## config.mk

```make
export PLATFORM = sky130hd
export DESIGN_NAME = siso_frame_rx
export DESIGN_NICKNAME = d
export VERILOG_FILES = /design/src/rtl/siso_frame_rx.sv
export SDC_FILE = /design/constraint.sdc
export NUM_CORES = 1
export LEC_CHECK = 0
export CAP_MARGIN = 40
export CORE_AREA = 2 2 44 46
export CTS_CLUSTER_SIZE = 28
export DETAILED_ROUTE_END_ITERATION = 10
export DIE_AREA = 0 0 46 48
export GPL_ROUTABILITY_DRIVEN = 0
export PLACE_DENSITY_LB_ADDON = 0.3
export SLEW_MARGIN = 20
export SYNTH_ARGS = -nofsm -noshare
export SYNTH_HDL_FRONTEND = slang
export SYNTH_SLANG_ARGS = --single-unit
export TNS_END_PERCENT = 50
```

## constraint.sdc

```tcl
create_clock -name clk -period 2.03 [get_ports clk]
set_clock_uncertainty 0.05 [all_clocks]
set_input_delay 0.3045 -clock clk [delete_from_list [all_inputs] [get_ports clk]]
set_output_delay 0.3045 -clock clk [all_outputs]
set_load 0.02 [all_outputs]
```

## src/rtl/siso_frame_rx.sv

```systemverilog
// -----------------------------------------------------------------------------
// siso_frame_rx
//   Serial frame receiver that consumes the LSB-first output of a SISO shift
//   stage. A frame is: start bit (1), WIDTH data bits LSB first, an optional
//   even-parity bit, and a stop bit (0). Good words are presented on a held
//   valid/ready output register. Framing and parity failures are reported as
//   one-cycle pulses. Overwriting an unaccepted word sets a sticky overrun
//   flag.
//
// Parameters
//   WIDTH      data bits per frame (>= 2)
//   PARITY_EN  1: even-parity bit follows the data bits, 0: no parity bit
//
// Ports
//   clk         in   rising-edge clock
//   rst         in   synchronous reset, active low
//   sin         in   serial line, idles at 0
//   sin_en      in   bit strobe; sin is sampled only when sin_en = 1
//   data        out  received word, held while data_valid = 1
//   data_valid  out  word available; held until accepted with data_ready
//   data_ready  in   consumer accepts data this cycle when data_valid = 1
//   busy        out  1 whenever a frame is in progress (state != IDLE)
//   frame_err   out  one-cycle pulse: stop bit sampled as 1
//   parity_err  out  one-cycle pulse: parity mismatch (PARITY_EN = 1 only)
//   overrun     out  sticky; a good word was loaded over an unaccepted one
// -----------------------------------------------------------------------------
module siso_frame_rx #(
  parameter int WIDTH     = 4,
  parameter bit PARITY_EN = 1'b1
) (
  input  logic             clk,
  input  logic             rst,
  input  logic             sin,
  input  logic             sin_en,
  output logic [WIDTH-1:0] data,
  output logic             data_valid,
  input  logic             data_ready,
  output logic             busy,
  output logic             frame_err,
  output logic             parity_err,
  output logic             overrun
);

  localparam int            CW   = $clog2(WIDTH);
  localparam logic [CW-1:0] LAST = CW'(WIDTH - 1);

  typedef enum logic [1:0] {
    IDLE,
    DATA,
    PARITY,
    STOP
  } state_t;

  // Frame-tracking state
  state_t           r_state;
  logic [CW-1:0]    r_bit_cnt;
  logic [WIDTH-1:0] r_shreg;
  logic             r_par_bit;

  // Output-side registers
  logic [WIDTH-1:0] r_data;
  logic             r_data_valid;
  logic             r_frame_err;
  logic             r_parity_err;
  logic             r_overrun;
  // A good stop bit arms this; the word moves to r_data on the following edge.
  logic             r_load;

  // Next-state values
  state_t           w_state_nxt;
  logic [CW-1:0]    w_bit_cnt_nxt;
  logic [WIDTH-1:0] w_shreg_nxt;
  logic             w_par_bit_nxt;
  logic             w_frame_err_nxt;
  logic             w_parity_err_nxt;
  logic             w_load_nxt;
  logic             w_par_bad;

  // Even parity over data plus parity bit must reduce to 0.
  assign w_par_bad = PARITY_EN & (^{r_shreg, r_par_bit});

  // ---------------------------------------------------------------------------
  // Next-state logic. Everything here only moves on a bit strobe.
  // ---------------------------------------------------------------------------
  always_comb begin
    // NOTE: every output of this block gets a default first so no path leaves a
    // signal unassigned, which would otherwise infer a latch.
    w_state_nxt      = r_state;
    w_bit_cnt_nxt    = r_bit_cnt;
    w_shreg_nxt      = r_shreg;
    w_par_bit_nxt    = r_par_bit;
    w_frame_err_nxt  = 1'b0;
    w_parity_err_nxt = 1'b0;
    w_load_nxt       = 1'b0;

    if (sin_en) begin
      unique case (r_state)
        IDLE: begin
          if (sin) begin
            w_state_nxt   = DATA;
            w_bit_cnt_nxt = '0;
          end
        end

        DATA: begin
          // Shift right so the first bit received ends up in bit 0.
          w_shreg_nxt = {sin, r_shreg[WIDTH-1:1]};
          if (r_bit_cnt == LAST) begin
            w_state_nxt = PARITY_EN ? PARITY : STOP;
          end else begin
            w_bit_cnt_nxt = r_bit_cnt + 1'b1;
          end
        end

        PARITY: begin
          w_par_bit_nxt = sin;
          w_state_nxt   = STOP;
        end

        STOP: begin
          w_state_nxt = IDLE;
          // A bad stop bit masks any parity problem in the same frame.
          if (sin) begin
            w_frame_err_nxt = 1'b1;
          end else if (w_par_bad) begin
            w_parity_err_nxt = 1'b1;
          end else begin
            w_load_nxt = 1'b1;
          end
        end

        default: w_state_nxt = IDLE;
      endcase
    end
  end

  // ---------------------------------------------------------------------------
  // State registers and output handshake.
  // ---------------------------------------------------------------------------
  always_ff @(posedge clk) begin
    // NOTE: sequential state is updated with non-blocking assignments so every
    // register samples the pre-edge values, independent of statement order.
    if (!rst) begin
      r_state      <= IDLE;
      r_bit_cnt    <= '0;
      r_shreg      <= '0;
      r_par_bit    <= 1'b0;
      r_data       <= '0;
      r_data_valid <= 1'b0;
      r_frame_err  <= 1'b0;
      r_parity_err <= 1'b0;
      r_overrun    <= 1'b0;
      r_load       <= 1'b0;
    end else begin
      r_state      <= w_state_nxt;
      r_bit_cnt    <= w_bit_cnt_nxt;
      r_shreg      <= w_shreg_nxt;
      r_par_bit    <= w_par_bit_nxt;
      r_frame_err  <= w_frame_err_nxt;
      r_parity_err <= w_parity_err_nxt;
      r_load       <= w_load_nxt;

      // The handshake runs every cycle, regardless of sin_en. r_shreg is
      // stable here because the FSM sits in IDLE right after a stop bit and
      // IDLE never shifts.
      if (r_load) begin
        r_data       <= r_shreg;
        r_data_valid <= 1'b1;
        if (r_data_valid && !data_ready) begin
          r_overrun <= 1'b1;
        end
      end else if (r_data_valid && data_ready) begin
        r_data_valid <= 1'b0;
      end
    end
  end

  assign data       = r_data;
  assign data_valid = r_data_valid;
  assign busy       = (r_state != IDLE);
  assign frame_err  = r_frame_err;
  assign parity_err = r_parity_err;
  assign overrun    = r_overrun;

endmodule

```

After elaboration in Yosys (flattened, before gate mapping)
Index checks and enable logic that the tools add are counted.
- bits in latches: 0
- bits in writable memories: 0
- memory bits (read-only): 0
- word-level logic and storage cells: 47
- flip-flop bits (word level): 18
- input port bits: 5
- memories kept: 0
- output and inout port bits: 9
- add/subtract/negate cells: 1
- muxes and demuxes: 11
- bitwise operators: 3
- reductions and logical operators: 15
- divide/modulo/power cells: 0
- shift operators: 0
- equality and inequality tests: 7
- order comparisons: 0
- multiply operators: 0
- operators by type and width (kind ; count):
    $mux W2 ; 4
    $pmux W2 S4 ; 1
    $eq A2 B2 Y1 const B ; 3
    $ne A2 B2 Y1 const B ; 3
    $reduce_and A2 Y1 ; 3
    $reduce_and A3 Y1 ; 2
    $reduce_bool A2 Y1 ; 3
    $mux W1 ; 5
    $reduce_xor A5 Y1 ; 1
    $pmux W2 S2 ; 1
    $reduce_and A4 Y1 ; 1
    $reduce_or A4 Y1 ; 1
    $not A1 Y1 ; 3
    $add A2 B1 Y2 const B ; 1
    $eq A2 B1 Y1 const B ; 1
    $logic_and A1 B1 Y1 ; 2
    $logic_not A2 Y1 ; 1
    $logic_not A1 Y1 ; 1

Logic depth before layout (Yosys ltp)
- depth in word-level cells: 3
- depth in mapped cells: 6

Worst setup path after synthesis
Ideal clock, no wire load.
- path type: register -> register
- start: register r_state[1]
- end: register r_bit_cnt[0]
- path slack: 574 ps
- setup time: 132 ps
- data required time: 1848 ps
- arrival: 1274 ps
- stages on the path, launching flop included: 7
- cells stage by stage: dfxtp_1 -> inv_1 -> ha_1 -> buf_2 -> and2_1 -> o41ai_1 -> a21oi_1
- cells in the longest elaborated chain, start to end: 3
- elaborated cells between the ends (all ways): 7
- RTL lines (element ; RTL line ; source):
    start, declared ; 55 ; state_t r_state;
    start signal, assigned ; 155 ; r_state <= w_state_nxt;
    $eq A2 B1 Y1 / $logic_not A2 Y1 (equally long branches) ; 97 ; unique case (r_state)
    $ne A2 B2 Y1 (no source line) / $reduce_bool A2 Y1 (equally long branches) ; n/a ;
    $reduce_and A4 Y1 (no source line) ; n/a ;
    end signal, assigned ; 156 ; r_bit_cnt <= w_bit_cnt_nxt;
    end, declared ; 56 ; logic [CW-1:0] r_bit_cnt;
Several ways; a longest one is shown, not always the timed one.
A chain may end at the register's enable or synchronous reset.

Worst setup path in the final report
- start: register r_state[0]
- end: output busy
- cells in the longest elaborated chain, start to end: 1
- RTL lines (element ; RTL line ; source):
    $reduce_bool A2 Y1 ; 180 ; assign busy = (r_state != IDLE);
    end, declared ; 38 ; output logic busy,
No other way between the ends.

==> results <==
-- logic make-up (layout without fill, tap and decap cells) --
| kind of cell | count (synthesis) | count (layout) |
|---|---|---|
| mux | 4 | 4 |
| simple gates | 36 | 36 |
| fa+ha+maj | 5 | 5 |
| xor+xnor | 3 | 3 |
| flops | 18 | 18 |
| compound gates | 15 | 15 |
| buf+inv | 9 | 22 |
-- how the worst max path moves through the flow --
| stage | to | slack [ps] | startpoint |
|---|---|---|---|
| 2_1_floorplan | r_bit_cnt[0] | 570 | r_state[1] |
| 3_3_place_gp | busy | 360 | r_state[0] |
| 3_5_place_dp | busy | 310 | r_state[0] |
| 4_1_cts | busy | 250 | r_state[0] |
| 5_1_grt | busy | 190 | r_state[0] |
| 6_report | busy | 260 | r_state[0] |
-- critical path, stage by stage, from the launching register on --
cell and delay (ps):
dfxtp_1 390, inv_1 90, ha_1 260, inv_1 60, dlygate4sd2_1 320
-- routing by layer --
metal	GRT usage	vias up	routed length [um]
li1	-	336	-
met1	0.207	308	730
met2	0.244	12	667
met3	0.0604	2	63
met4	0.0400	0	6
met5	0	-	0
-- cells in the mapped netlist (3+ instances only) --
library cell | instances | area, um^2
mux2i_1 | 4 | 40.0
nor2_1 | 9 | 33.8
ha_1 | 5 | 62.6
nand2_1 | 7 | 26.3
a21oi_1 | 9 | 45.0
nor2b_1 | 4 | 25.0
inv_1 | 3 | 11.3
nand3_1 | 5 | 25.0
dfxtp_1 | 18 | 360
-- state kept, by name (all words and copies together) (netlist names) --
name / flops
data: 4
overrun: 1
r_state: 2
frame_err: 1
parity_err: 1
data_valid: 1
r_shreg: 4
r_par_bit: 1
r_load: 1
r_bit_cnt: 2
-- metrics by stage --
step                hold WS (ps)  cells   util  total power [mW]
finish                       433    120  0.581             0.624
global route                 451    120  0.581             0.660
floorplan                    390     90      -             0.437
detailed placement           412    117  0.568             0.467
CTS                          435    120  0.581             0.633
global placement             402    117  0.568             0.465
-- where the power goes --
group	internal, mW	switching (mW)	leakage, nW	total (mW)
Sequential	0.359	0.00629	0.145	0.365
Combinational	0.0365	0.0557	0.208	0.0922
Clock	0.0689	0.0976	0.0138	0.167
-- final cells by class --
| class | instances | area [um^2] |
|---|---|---|
| Sequential cell | 18 | 360 |
| Tap cell | 17 | 21.3 |
| Timing Repair Buffer | 14 | 136 |
| Inverter | 5 | 18.8 |
| Clock buffer | 3 | 22.5 |
| Multi-Input combinational cell | 63 | 422 |
| Fill cell | 153 | 708 |
-- timing repair --
action                                 4_1_cts  5_1_grt
hold buffers                                 0        0
endpoints found under the hold margin        0        0
gates resized for setup                      1        0
setup endpoints to repair                    1        0
==> summary.txt <==
Hold Path Depth: 2
Tmin final: 1770 ps
clk slew on worst S/H paths: 90 ps
Synth Area in XOR/XNOR: 0.0489
number of global-route vias before repair: 589
CTS tree: done
most frequent cells in the layout: 18 x dfxtp_1, 12 x clkdlybuf4s50_1, 9 x nor2_1, 9 x a21oi_1, 7 x nand2_1
largest family of logic cells by synthesized area: simple AND/OR/NAND/NOR gates
FF-to-FF setup slack: 440 ps
fin area: 981 um^2
Min-Delay Path Class: reg2reg
Total Wirelength: 1.47 mm
count of cell types in the netlist: 26
CTS H-tree depth: 1
largest net degree at the start of global routing: 16
Hold Path Origin: overrun
Die X: 46 um
Worst-Skew Late Latency: 280 ps
gr usage total: 0.158
Worst R2R Path Depth: 5
leakage: 0.367 nW
Hold Fails Final Rpt: 0
first-pass GRT wire length: 2.53 mm
Area growth syn-to-layout: 19.9%
drt via density: 5.48
Initial Util: 0.484
Layout Nets: 115
Max Cap Violations: 0
Seq/Total Area, Yosys: 0.440
TritonRoute pass-1 iters: 4
fraction of layout cells with a size suffix above 1: 0.0583
ys flop type: dfxtp_1
row count: 15
peak supply drop: 344 uV
CTS root buffer: clkbuf_4
grt total ovfl: 0
core area: 0.00169 mm^2
compound-gate portion of the synthesized area: 0.115
CP required: 1680 ps
pwr/cell area: 636 mW/mm^2
fmax: 566 MHz
setup tns final: 0 ps
Crit Reg-Reg Endpoint: r_bit_cnt[0]
crit path DAT: 1410 ps
Setup WS pre-CTS: 313 ps
slew margin rel.: 0.752
simple logic cell fraction of the synthesized area: 0.226
FF+latch count, synth: 18
Remaining DRCs: 0
proportion of synthesized area in mux cells: 0.0489
kind of critical path: reg2out
post-CTS setup buffers: 0
synthesized area per cell: 9.09 um^2
CP endpoint kind: output port
Final Cycle Share: 0.871
most common cell after layout, fill and taps aside: dfxtp_1
adder-cell share of the synthesized area: 0.0765
startpoint types: flip-flop
initial antenna violation count: 0
Async SR Flop Fraction: 0
final slew viol count: 0
Worst-Margin Slew: 371 ps
EDFF count, synth: 0
antenna viol nets, final: 0
I/O pins: 14
DP Area: 960 um^2
Hold Crit Endpoint: overrun
DP HPWL: 1.08 mm
die height: 48 um
worst reg2reg startpoint: r_state[1]
final setup vio count: 0
clock buffer count from CTS: 3
DRT iter0 DRCs: 17
via count: 658
Syn. warnings: 0
status: complete, no violations
syn nets: 100
RSZ-0062 raised after global routing: false
final setup margin: 263 ps
clk sinks: 18
CP max FO: 6
Synth Instances: 90
antenna cell count: 0
IO buf count: 13
Post-Synthesis Cell Area: 818 um^2
Clock Tree Buf Depth: 2
wire length per cell: 12.2 um
full die area: 0.00221 mm^2
(Power assumes the default switching activity.)
